<file path="src/rtl/qs_pkg.sv">
// qs_pkg
// Shared definitions for the quad-stepper motion blocks.
//   step_state_t  : STEP/DIR sequencer states
//   QS_TIMER_BITS : width of the shared timing down-counter (covers 1..255)
package qs_pkg;

    localparam int QS_TIMER_BITS = 8;

    typedef enum logic [1:0] {
        IDLE  = 2'd0,
        SETUP = 2'd1,
        HIGH  = 2'd2,
        LOW   = 2'd3
    } step_state_t;

endpackage

</file>
<file path="src/rtl/edge_detector.sv">
// edge_detector
// Registered rising-edge detector. The input is sampled every clock. The
// output is high for one cycle after a sample of 1 that follows a sample of 0.
// Because of this, a 0->1 seen at posedge N is reported during cycle N..N+1
// and is acted on at posedge N+1.
//   clk   : clock
//   rst_n : async active-low reset
//   sig   : level input
//   rise  : one-cycle pulse, registered sample history
module edge_detector (
    input  logic clk,
    input  logic rst_n,
    input  logic sig,
    output logic rise
);

    logic sig_q;
    logic sig_qq;

    always_ff @(posedge clk or negedge rst_n) begin
        if (!rst_n) begin
            sig_q  <= 1'b0;
            sig_qq <= 1'b0;
        end else begin
            sig_q  <= sig;
            sig_qq <= sig_q;
        end
    end

    assign rise = sig_q & ~sig_qq;

endmodule

</file>
<file path="src/rtl/step_pulse_gen.sv">
// step_pulse_gen
// Converts raw step-rate pulses plus a direction bit into STEP/DIR outputs
// that a motor driver accepts. The block enforces the STEP high time, the
// minimum STEP low time and the DIR-to-STEP setup time. It also keeps a
// signed position count for the axis.
//   clk, rst_n   : clock, async active-low reset
//   enable       : gate for new step requests
//   step_in      : step request, one request per rising edge
//   dir_in       : direction of the request (1 = positive)
//   pos_load     : one-cycle strobe that loads position from pos_load_val
//   clear_missed : clears the sticky missed flag
//   step_out     : driver STEP (registered)
//   dir_out      : driver DIR (registered)
//   position     : two's complement step count, wraps
//   busy         : sequencer active or a request pending (registered)
//   missed       : sticky flag, set when a request arrives with the slot full
module step_pulse_gen
    import qs_pkg::*;
#(
    parameter int POS_BITS    = 32,
    parameter int PULSE_WIDTH = 20,
    parameter int DIR_SETUP   = 10
) (
    input  logic                clk,
    input  logic                rst_n,
    input  logic                enable,
    input  logic                step_in,
    input  logic                dir_in,
    input  logic                pos_load,
    input  logic [POS_BITS-1:0] pos_load_val,
    input  logic                clear_missed,
    output logic                step_out,
    output logic                dir_out,
    output logic [POS_BITS-1:0] position,
    output logic                busy,
    output logic                missed
);

    // The timer counts down to zero, so a phase of N cycles loads N-1.
    localparam logic [QS_TIMER_BITS-1:0] PW_LD = QS_TIMER_BITS'(PULSE_WIDTH - 1);
    localparam logic [QS_TIMER_BITS-1:0] DS_LD = QS_TIMER_BITS'(DIR_SETUP - 1);
    localparam logic [QS_TIMER_BITS-1:0] T_ONE = QS_TIMER_BITS'(1);

    step_state_t              state, state_nxt;
    logic [QS_TIMER_BITS-1:0] timer, timer_nxt;
    logic                     pend, pend_nxt;
    logic                     pend_dir, pend_dir_nxt;
    logic                     dir_nxt;
    logic                     dir_q;
    logic                     req_edge;
    logic                     req;
    logic                     free;
    logic                     launch;
    logic                     launch_dir;
    logic                     missed_set;
    logic                     pulse_rise;
    logic [POS_BITS-1:0]      pos_base;
    logic [POS_BITS-1:0]      pos_delta;

    edge_detector u_step_edge (
        .clk   (clk),
        .rst_n (rst_n),
        .sig   (step_in),
        .rise  (req_edge)
    );

    // dir_in is captured on the same edge that samples step_in high. This
    // keeps the direction aligned with its request after the detector delay.
    always_ff @(posedge clk or negedge rst_n) begin
        if (!rst_n) dir_q <= 1'b0;
        else        dir_q <= dir_in;
    end

    assign req = req_edge & enable;

    // The sequencer can take a new pulse this cycle when it is idle or in the
    // last LOW cycle. Because of this, a back-to-back request needs no idle gap.
    assign free = (state == IDLE) || (state == LOW && timer == '0);

    always_comb begin
        state_nxt    = state;
        timer_nxt    = timer;
        pend_nxt     = pend & enable;   // dropping enable discards the slot
        pend_dir_nxt = pend_dir;
        dir_nxt      = dir_out;
        missed_set   = 1'b0;
        launch       = 1'b0;
        launch_dir   = dir_q;

        // The pending request goes first. A new edge that arrives while the
        // slot is still full counts as an overrun, even though the slot empties
        // in this same cycle.
        if (free && pend && enable) begin
            launch     = 1'b1;
            launch_dir = pend_dir;
            pend_nxt   = 1'b0;
            missed_set = req;
        end else if (req) begin
            if (free) begin
                launch = 1'b1;
            end else if (!pend) begin
                pend_nxt     = 1'b1;
                pend_dir_nxt = dir_q;
            end else begin
                missed_set = 1'b1;
            end
        end

        unique case (state)
            IDLE: begin
            end
            SETUP: begin
                if (timer == '0) begin
                    state_nxt = HIGH;
                    timer_nxt = PW_LD;
                end else begin
                    timer_nxt = timer - T_ONE;
                end
            end
            HIGH: begin
                if (timer == '0) begin
                    state_nxt = LOW;
                    timer_nxt = PW_LD;
                end else begin
                    timer_nxt = timer - T_ONE;
                end
            end
            LOW: begin
                if (timer == '0) state_nxt = IDLE;
                else             timer_nxt = timer - T_ONE;
            end
        endcase

        // A launch overrides the exit from LOW or IDLE worked out above.
        if (launch) begin
            if (launch_dir != dir_out) begin
                state_nxt = SETUP;
                timer_nxt = DS_LD;
                dir_nxt   = launch_dir;
            end else begin
                state_nxt = HIGH;
                timer_nxt = PW_LD;
            end
        end
    end

    // STEP rises exactly when the registered output goes 0->1. The position
    // uses the DIR value already on the pins, and DIR is stable by then.
    assign pulse_rise = (state_nxt == HIGH) && !step_out;
    assign pos_base   = pos_load ? pos_load_val : position;
    assign pos_delta  = !pulse_rise ? '0 : (dir_out ? POS_BITS'(1) : '1);

    always_ff @(posedge clk or negedge rst_n) begin
        if (!rst_n) begin
            state    <= IDLE;
            timer    <= '0;
            pend     <= 1'b0;
            pend_dir <= 1'b0;
            dir_out  <= 1'b0;
            step_out <= 1'b0;
            busy     <= 1'b0;
            missed   <= 1'b0;
            position <= '0;
        end else begin
            state    <= state_nxt;
            timer    <= timer_nxt;
            pend     <= pend_nxt;
            pend_dir <= pend_dir_nxt;
            dir_out  <= dir_nxt;
            step_out <= (state_nxt == HIGH);
            busy     <= (state_nxt != IDLE) || pend_nxt;
            missed   <= missed_set | (missed & ~clear_missed);
            position <= pos_base + pos_delta;
        end
    end

endmodule
</file>
<file path="config.mk">
export PLATFORM = sky130hd
export DESIGN_NAME = step_pulse_gen
export DESIGN_NICKNAME = d
export VERILOG_FILES = /design/src/rtl/qs_pkg.sv /design/src/rtl/edge_detector.sv /design/src/rtl/step_pulse_gen.sv
export SDC_FILE = /design/constraint.sdc
export NUM_CORES = 1
export LEC_CHECK = 0
export CELL_PAD_IN_SITES_DETAIL_PLACEMENT = 1
export CELL_PAD_IN_SITES_GLOBAL_PLACEMENT = 2
export CORE_ASPECT_RATIO = 0.75
export CORE_MARGIN = 10
export CORE_UTILIZATION = 40
export CTS_CLUSTER_SIZE = 20
export DETAILED_ROUTE_END_ITERATION = 10
export DONT_BUFFER_PORTS = 1
export PLACE_DENSITY = 0.77
export SETUP_SLACK_MARGIN = 0.2
export SLEW_MARGIN = 20
export SYNTH_ARGS = -nofsm -noshare
export SYNTH_HDL_FRONTEND = slang
export SYNTH_SLANG_ARGS = --single-unit
</file>
<file path="constraint.sdc">
create_clock -name clk -period 5.65 [get_ports clk]
set_clock_uncertainty 0.1 [all_clocks]
set_input_delay 0.2825 -clock clk [delete_from_list [all_inputs] [get_ports clk]]
set_output_delay 0.2825 -clock clk [all_outputs]
set_load 0.01 [all_outputs]
</file>
# [Word-level counts from Yosys, hierarchy flattened]
# Cells that the tools add are included.
[totals] regBits=51 input_bits=39 output_inout_bits=36 wordCells=71
[op_classes] add_sub_neg=2 eq_ne=6 mux=26 bitwise=10 n_reduce_logical=15
[op_table] op="2-to-1 mux 32 bit" n=3
[op_table] op="adder 32 bit" n=1
[op_table] op="2-to-1 mux 8 bit" n=3
[op_table] op="one-hot mux 8 bit (2 select lines)" n=1
[op_table] op="2-to-1 mux 1 bit" n=12
[op_table] op="2-to-1 mux 2 bit" n=5
[op_table] op="zero test 8 bit" n=1
[op_table] op="subtractor 8 x 1 -> 8 bit, second input constant" n=1
[op_table] op="equality test 2 bit, second input constant" n=3
[op_table] op="one-hot mux 2 bit (3 select lines)" n=1
[op_table] op="2-to-1 mux 5 bit" n=1
[op_table] op="inverter 1 bit" n=5
[op_table] op="bitwise AND 1 bit" n=4
[op_table] op="logical AND 1 bit" n=4
[op_table] op="AND reduction 2 bit" n=2
[op_table] op="AND reduction 4 bit" n=1
[op_table] op="inequality test 3 bit, second input constant" n=1
[op_table] op="nonzero test 3 bit" n=1
[op_table] op="equality test 2 x 1 -> 1 bit, second input constant" n=1
[op_table] op="zero test 2 bit" n=1
[op_table] op="logical OR 1 bit" n=2
[op_table] op="nonzero test 2 bit" n=1
[op_table] op="OR reduction 2 bit" n=1
[op_table] op="zero test 1 bit" n=1
[op_table] op="other kinds (2)" n=2

# [Longest topological paths before layout]
# Gate-level depths: netlist of run 1.
[logic_depth] ltp_word=13 mapped_depth=18 mapped_depth_nobuf=18

# [Cells and area by module]
# Synthesis of run 1 repeated with hierarchy kept, for this count alone.
[unflattened] hier_cells=391 hier_area_um2=3783.6
[modules_own_cells] module="step_pulse_gen" instances=1 cells_per_inst=388 area_each_um2=3719.8 seq_area_each_um2=1226.2
[modules_own_cells] module="edge_detector" instances=1 cells_per_inst=3 area_each_um2=63.8 seq_area_each_um2=50.0

# [Least setup slack after synthesis of run 1]
# Ideal clock, no wire load.
[synth_path] path_kind="register to register" start="register timer[0]" end="register position[28]" setup_time_ps=116 arrival_time_ps=4320 required_ps=5434 setup_slack_ps=1115 path_stages_with_launch=16 n_path_buf=0 period_less_slack_ps=4535 cell_sequence="dfrtp_1 inv_1 ha_1 nor3b_2 a211oi_1 a211o_1 nand3b_2 a211oi_4 ha_1 a21o_1 a31o_2 a21oi_1 o211ai_1 a21bo_2 a211o_1 o311ai_0"
[synth_via] elab_chain_cells=13 word_cells_on_any_way=20 cone_classes="1 x add/sub; 2 x eq/ne; 11 x mux; 6 x reduce/logical"
[synth_rtl] element="start: declaration" line_no="step_pulse_gen.sv:45" source="logic [QS_TIMER_BITS-1:0] timer, timer_nxt;"
[synth_rtl] element="start signal: assignment" line_no="step_pulse_gen.sv:166" source="timer <= timer_nxt;"
[synth_rtl] element="zero test 8 bit (*)"
[synth_rtl] element="logical AND 1 bit" line_no="step_pulse_gen.sv:78" source="assign free = (state == IDLE) || (state == LOW && timer == '0);"
[synth_rtl] element="logical OR 1 bit" line_no="step_pulse_gen.sv:78"
[synth_rtl] element="logical AND 1 bit (2 in a row)" line_no="step_pulse_gen.sv:93" source="if (free && pend && enable) begin"
[synth_rtl] element="2-to-1 mux 1 bit" line_no="step_pulse_gen.sv:93"
[synth_rtl] element="inequality test 1 bit" line_no="step_pulse_gen.sv:136" source="if (launch_dir != dir_out) begin"
[synth_rtl] element="2-to-1 mux 2 bit" line_no="step_pulse_gen.sv:136"
[synth_rtl] element="2-to-1 mux 2 bit (*)" line_no="step_pulse_gen.sv:135" source="if (launch) begin"
[synth_rtl] element="equality test 2 bit (*)" line_no="step_pulse_gen.sv:149" source="assign pulse_rise = (state_nxt == HIGH) && !step_out;"
[synth_rtl] element="logical AND 1 bit (*)" line_no="step_pulse_gen.sv:149"
[synth_rtl] element="2-to-1 mux 32 bit (*)" line_no="step_pulse_gen.sv:151" source="assign pos_delta = !pulse_rise ? '0 : (dir_out ? POS_BITS'(1) : '1);"
[synth_rtl] element="adder 32 bit (*)" line_no="step_pulse_gen.sv:173" source="position <= pos_base + pos_delta;"
[synth_rtl] element="end signal: assignment" line_no="step_pulse_gen.sv:173"
[synth_rtl] element="end: declaration" line_no="step_pulse_gen.sv:34" source="output logic [POS_BITS-1:0] position,"
# Mark *: on every way between the ends. The rest lies on a longest branch, timed or not.
# A chain may end at the register's enable or synchronous reset.

# [Worst setup path after layout of run 1]
[layout_path] start="register timer[0]" end="register position[20]"
# The elaborated chain is that of the path after synthesis.

==> impl_metrics.tcl, run 1 <==
set metrics [dict create \
    fin_hold_ws_ns 0.0558 \
    fmax_mhz 202 \
    placed_area_um2 4000 \
    final_core_util 0.459 \
    htree_levels 2 \
    dieWidth_um 133 \
    regToRegStartpoint "timer[0]" \
    rsz0062_at_grt "false" \
    total_power_mw 2.24 \
    core_area_um2 9230 \
    synth_most_common_cell "dfrtp_1" \
    place_ws_ns 0.529 \
    path_cells "inv_1, ha_1, nor3b_4, a31oi_1, o22ai_1, xnor2_1, nor2_1, a21oi_1, nor2b_1, ha_1, fa_1, a21o_1, a31o_2, a21oi_1, o21ai_0, a21oi_1, o21ai_0, xor2_1" \
    cts.clk_slew.worst_paths_ns 0.07 \
    synth-edff-count 0 \
    synth.top_cell.area_share 0.330 \
    clock_sinks 51 \
    relSlewSlack 0.438 \
    drv_cap 0 \
    synth_cells 401 \
    drc 0 \
    grt_pass1_wl_um 18300 \
    critPathLaunchType "flip-flop" \
    synthFlopType "dfrtp_1" \
    num_antenna_cells 0 \
    drv_slew 0 \
    final.period_utilization 0.878 \
    drive_gt1_frac 0.154 \
    max_stage_delay_ns 0.42 \
    yosys.area.top_type "dfrtp_1" \
    reg2regPathDepth 18 \
    grt_max_degree 52 \
    grt_antenna_before_repair 0 \
    synth_area_leaders "dfrtp_1 33%, ha_1 12%, mux2_2 9.9%, a21oi_1 4.8%, xnor2_1 4.5%" \
    grt_overflow_total 0 \
    drt_wl_total_um 10900 \
    outcome "finished clean" \
    cp_slowest_cell "dfrtp_1" \
    p_per_area_nw_per_um2 529 \
    dieArea_um2 14000 \
    worst-setup-path-type "reg2reg" \
    avgSynthCellArea_um2 9.63 \
    finalHoldViolCount 0 \
    ant_nets 0 \
    r2r-end "position[20]" \
    postLayoutCellArea_um2 4230 \
    routabilityCongestion 0.839 \
    worstPathArrival_ns 5.03 \
    reg2reg_slack_ns 0.69 \
    port_buffers 0 \
    cp_common_cell "a21oi_1" \
    wl_per_cell_um 20.2 \
    yosysUniqueCellTypes 59 \
    p_leak_nw 1.85 \
    syn_to_final_growth_pct 9.62 \
    cp_max_fo 7 \
    cp-endpoint "position[20]" \
    synth_seq_cells 51 \
    grt_util_all_layers 0.157 \
    grt_pass1_vias 3312 \
    vias 3086 \
    tightest_slew_ns 0.842 \
    synth-warning-count 0 \
    cts_tree "yes" \
    min_path_type "in2reg" \
    cts-root-buf "clkbuf_16" \
    async_reset_ff_frac 1.00 \
    clock_latency_ns 0.30 \
    tns_ns 0 \
    syn_area_um2 3860 \
    boundaryPins 75 \
    synth_seq_area_share 0.330 \
    die_h_um 105 \
    syn-num-nets 478 \
    drt_iter0_markers 145 \
    end_kind "flip-flop" \
    layout_setup_ws_ns 0.690 \
    final_cells 537 \
    crit_start "timer[0]" \
    cts_buffers 5 \
    post_drt_via_cell_ratio 5.75 \
    dpl.cell_count 522 \
    cts_buffer_depth 2 \
    dp_hpwl_um 8390 \
    worstPathRequired_ns 5.72 \
    initial_core_util 0.418 \
    post-route-min-period_ns 4.96 \
    synth_commonest_cells "51 x dfrtp_1, 37 x a21oi_1, 37 x ha_1, 34 x mux2_2, 28 x nand2_1" \
    first_pass_iters 4 \
    core.rowCount 30 \
    setup_violations 0 \
    peakVddDrop_v 0.000184 \
    design.final.nets 486 \
]
==> worst max-delay path, delay by kind of cell, from the launching register on <==
kind | cells | cell delay [ns]
AOI/OAI and AO/OA | 9 | 2.21
xor gates and xnor gates | 2 | 0.27
adders and majority gates | 3 | 0.87
buffers and inverters | 1 | 0.08
DFF | 1 | 0.42
and+or+nand+nor | 3 | 0.85
==> flip-flops by register name, summed over array words and instances (netlist names) <==
signal              count
position               32
timer                   8
state                   2
busy                    1
dir_out                 1
dir_q                   1
missed                  1
pend                    1
pend_dir                1
step_out                1
u_step_edge.sig_q       1
u_step_edge.sig_qq      1
==> final cells by class <==
| cell class | instances | area (um^2) |
|---|---|---|
| clock inverter | 1 | 5.00 |
| fill | 1083 | 5000 |
| timing repair buffer | 10 | 103 |
| clock buffer | 6 | 139 |
| multi-input combinational | 327 | 2500 |
| inverter | 14 | 52.6 |
| sequential | 51 | 1280 |
| tap | 128 | 160 |
==> kinds of logic after synthesis <==
kind of cell / share of synthesized area
buf+inv: 0.0243
simple gates: 0.144
compound gates: 0.211
fa+ha+maj: 0.125
mux: 0.104
xor+xnor: 0.0612
flops: 0.330
==> timing repair <==
action	in CTS	in global routing
resized for setup	0	1
hold buffers	4	0
endpoints found under the hold margin	53	0
endpoints found under the setup margin	0	5
buffers inserted	0	4
==> per-layer routing <==
metal | global-route usage | vias up | part of all wire
met3 | 0.0426 | 10 | 0.055
met5 | 0 | - | 0
met2 | 0.232 | 66 | 0.42
met4 | 0.0434 | 0 | 0.013
met1 | 0.219 | 1494 | 0.51
li1 | - | 1516 | -
==> worst min-delay path by stage <==
stage               endpoint  slack, ns  cells after the start    from
global route          missed       0.05                      1  enable
detailed placement    missed      -0.11                      0   rst_n
floorplan               busy      -0.11                      0   rst_n
finish                missed       0.06                      1  enable
CTS                   missed       0.05                      1  enable
global placement      missed      -0.11                      0   rst_n
==> where the power goes <==
group | internal (mW) | switching, mW | leakage [nW]
combinational | 0.513 | 0.666 | 1.17
clock | 0.173 | 0.135 | 0.0727
sequential | 0.533 | 0.220 | 0.608
total | 1.22 | 1.02 | 1.85
==> cells in the final DEF, fill, tap and decap left out, types with 4 or more instances in the layout <==
master,Yosys,layout
a211oi_1,8,8
a21o_1,7,7
a21oi_1,37,37
a31oi_1,6,6
buf_4,0,6
clkbuf_16,0,5
dfrtp_1,51,51
ha_1,37,37
inv_1,14,14
mux2_2,34,34
nand2_1,28,28
nand3_1,12,12
nor2_1,20,20
nor2b_1,4,4
nor3_1,10,10
o21a_1,10,10
o21ai_0,20,20
o21bai_1,4,4
o22ai_1,4,4
xnor2_1,20,20
xor2_1,7,7
(Power assumes the default switching activity.)
==> run 2, diff against run 1 <==
--- a/config.mk
+++ b/config.mk
@@ -14,6 +14,7 @@
 export DETAILED_ROUTE_END_ITERATION = 10
 export DONT_BUFFER_PORTS = 1
 export PLACE_DENSITY = 0.77
+export RECOVER_POWER = 50
 export SETUP_SLACK_MARGIN = 0.2
 export SLEW_MARGIN = 20
 export SYNTH_ARGS = -nofsm -noshare
==> run 2 against run 1 <==
  * The run now ends with capacitance limit, slew limit left
  * Flip-flop and latch count unchanged
  * Clock-buffer cell count unchanged
  * Largest cell class unchanged
  * Die area unchanged
  * Setup slack improved by 0.0017 ns
  * Critical endpoint unchanged
  * Critical path depth unchanged
  * Clock power about the same
  * Sequential share of layout area increased by 0.17 points
  * First-iteration DRC count increased by 16%
  * Global-route usage unchanged
  * Cell count unchanged
==> impl_metrics.tcl, run 2 (synthesis gave the netlist of run 1 again) <==
set metrics [dict create \
    wl_per_cell_um 20.2 \
    drt_wl_total_um 10900 \
    holdPathEnd "missed" \
    biggestRegsByFlops "position x32, timer x8, state x2" \
    design.final.nets 486 \
    htree_levels 2 \
    grt_max_degree 52 \
    num_antenna_cells 0 \
    critPathLaunchType "flip-flop" \
    grt_busiest_layer "met2" \
    layout_commonest_cell "dfrtp_1" \
    worstPathBufferInverterCount 1 \
    relSlewSlack -0.878 \
    tns_ns 0 \
    reg2reg_slack_ns 0.69 \
    core.rowCount 30 \
    drc 0 \
    routabilityCongestion 0.839 \
    initial_core_util 0.418 \
    total_power_mw 2.24 \
    r2r-end "position[20]" \
    top_register "position" \
    final_core_util 0.456 \
    path_depth 18 \
    drt_iter0_markers 168 \
    cts_tree "yes" \
    end_kind "flip-flop" \
    final_cell_mix "51 x dfrtp_1, 37 x a21oi_1, 37 x ha_1, 34 x mux2_2, 28 x nand2_1" \
    cts.clk_slew.worst_paths_ns 0.07 \
    min-delay-start "enable" \
    syn_to_final_growth_pct 9.01 \
    grt.met1_usage 0.219 \
    grt_util_all_layers 0.157 \
    cts_buffer_depth 2 \
    grt_pass1_wl_um 18300 \
    cts-root-buf "clkbuf_16" \
    largest_register_ffs 32 \
    drive_gt1_frac 0.152 \
    tightest_slew_ns 2.82 \
    vias 3081 \
    dp_hpwl_um 8390 \
    cp_max_fo 7 \
    min_path_type "in2reg" \
    clock_sinks 51 \
    grt_pass1_vias 3312 \
    boundaryPins 75 \
    violations "capacitance limit, slew limit" \
    ant_nets 0 \
    outcome "finished with violations" \
    cts_buffers 5 \
    final.period_utilization 0.877 \
    max_stage_delay_ns 0.42 \
    dieArea_um2 14000 \
    die_h_um 105 \
    core_area_um2 9230 \
    hold_path_depth 1 \
    grt_overflow_total 0 \
    worstPathRequired_ns 5.72 \
    post_drt_via_cell_ratio 5.74 \
    worstPathArrival_ns 5.03 \
    use_met3 0.0426 \
    drv_cap 1 \
    p_per_area_nw_per_um2 532 \
    clock_latency_ns 0.30 \
    use_met2 0.232 \
    cp_common_cell "a21oi_1" \
    setup_violations 0 \
    worst-setup-path-type "reg2reg" \
    cp_slowest_cell "dfrtp_1" \
    critPathTopFamily "compound AO/OA/AOI/OAI gates" \
    rsz0062_at_grt "false" \
    grt_antenna_before_repair 0 \
    dieWidth_um 133 \
    path_cells "inv_1, ha_1, nor3b_4, a31oi_1, o22ai_1, xnor2_1, nor2_1, a21oi_1, nor2b_1, ha_1, fa_1, a21o_1, a31o_2, a21oi_1, o21ai_0, a21oi_1, o21ai_0, xor2_1" \
    fmax_mhz 202 \
    peakVddDrop_v 0.000184 \
    port_buffers 0 \
    post-route-min-period_ns 4.96 \
    reg2regPathDepth 18 \
    regToRegStartpoint "timer[0]" \
    finalHoldViolCount 0 \
    first_pass_iters 4 \
    drv_slew 52 \
    p_leak_nw 1.84 \
]
## run 2: changes by cell type in the layout (fill, tap and decap cells not counted)
cell	before	now
buf_16	1	0
clkbuf_1	0	1
## run 2: final cells by class
cell class,instances,area (um^2)
clock inverter,1,5.00
inverter,14,52.6
sequential,51,1280
fill,1086,5020
tap,128,160
multi-input combinational,327,2500
clock buffer,6,139
timing repair buffer,10,78.8
## run 2: stage by stage
stage	worst slack [ns]	hold slack, ns	instances	instance area [um^2]
3_5_place_dp	0.529	-0.111	522	4000
2_1_floorplan	1.11	-0.113	401	3860
3_3_place_gp	0.701	-0.111	522	4000
6_report	0.692	0.0555	537	4210
4_1_cts	0.513	0.0488	533	4200
5_1_grt	0.287	0.0450	537	4210
## run 2: worst max-delay path by stage
| stage | to | slack (ns) | start |
|---|---|---|---|
| after floorplan | position[28] | 1.11 | timer[0] |
| after global placement | position[16] | 0.70 | timer[0] |
| after detailed placement | position[31] | 0.53 | timer[0] |
| after CTS | position[31] | 0.51 | timer[0] |
| after global routing | position[20] | 0.29 | timer[0] |
| final | position[20] | 0.69 | timer[0] |
## run 2: per-layer routing
| metal | up-vias | routed length (um) | part of all wire |
|---|---|---|---|
| li1 | 1514 | - | - |
| met1 | 1489 | 5530 | 0.51 |
| met2 | 68 | 4590 | 0.42 |
| met3 | 10 | 611 | 0.056 |
| met4 | 0 | 136 | 0.013 |
| met5 | - | 0 | 0 |
## run 2: what timing repair did
item | 4_1_cts | 5_1_grt
setup endpoints to repair | 0 | 5
resized for setup | 0 | 1
hold endpoints to repair | 53 | 0
setup buffers | 0 | 4
hold buffers | 4 | 0
## run 2: power breakdown
part	internal [mW]	switching (mW)	leakage [nW]
clock network	0.173	0.135	0.0727
logic	0.512	0.665	1.16
registers	0.533	0.220	0.608
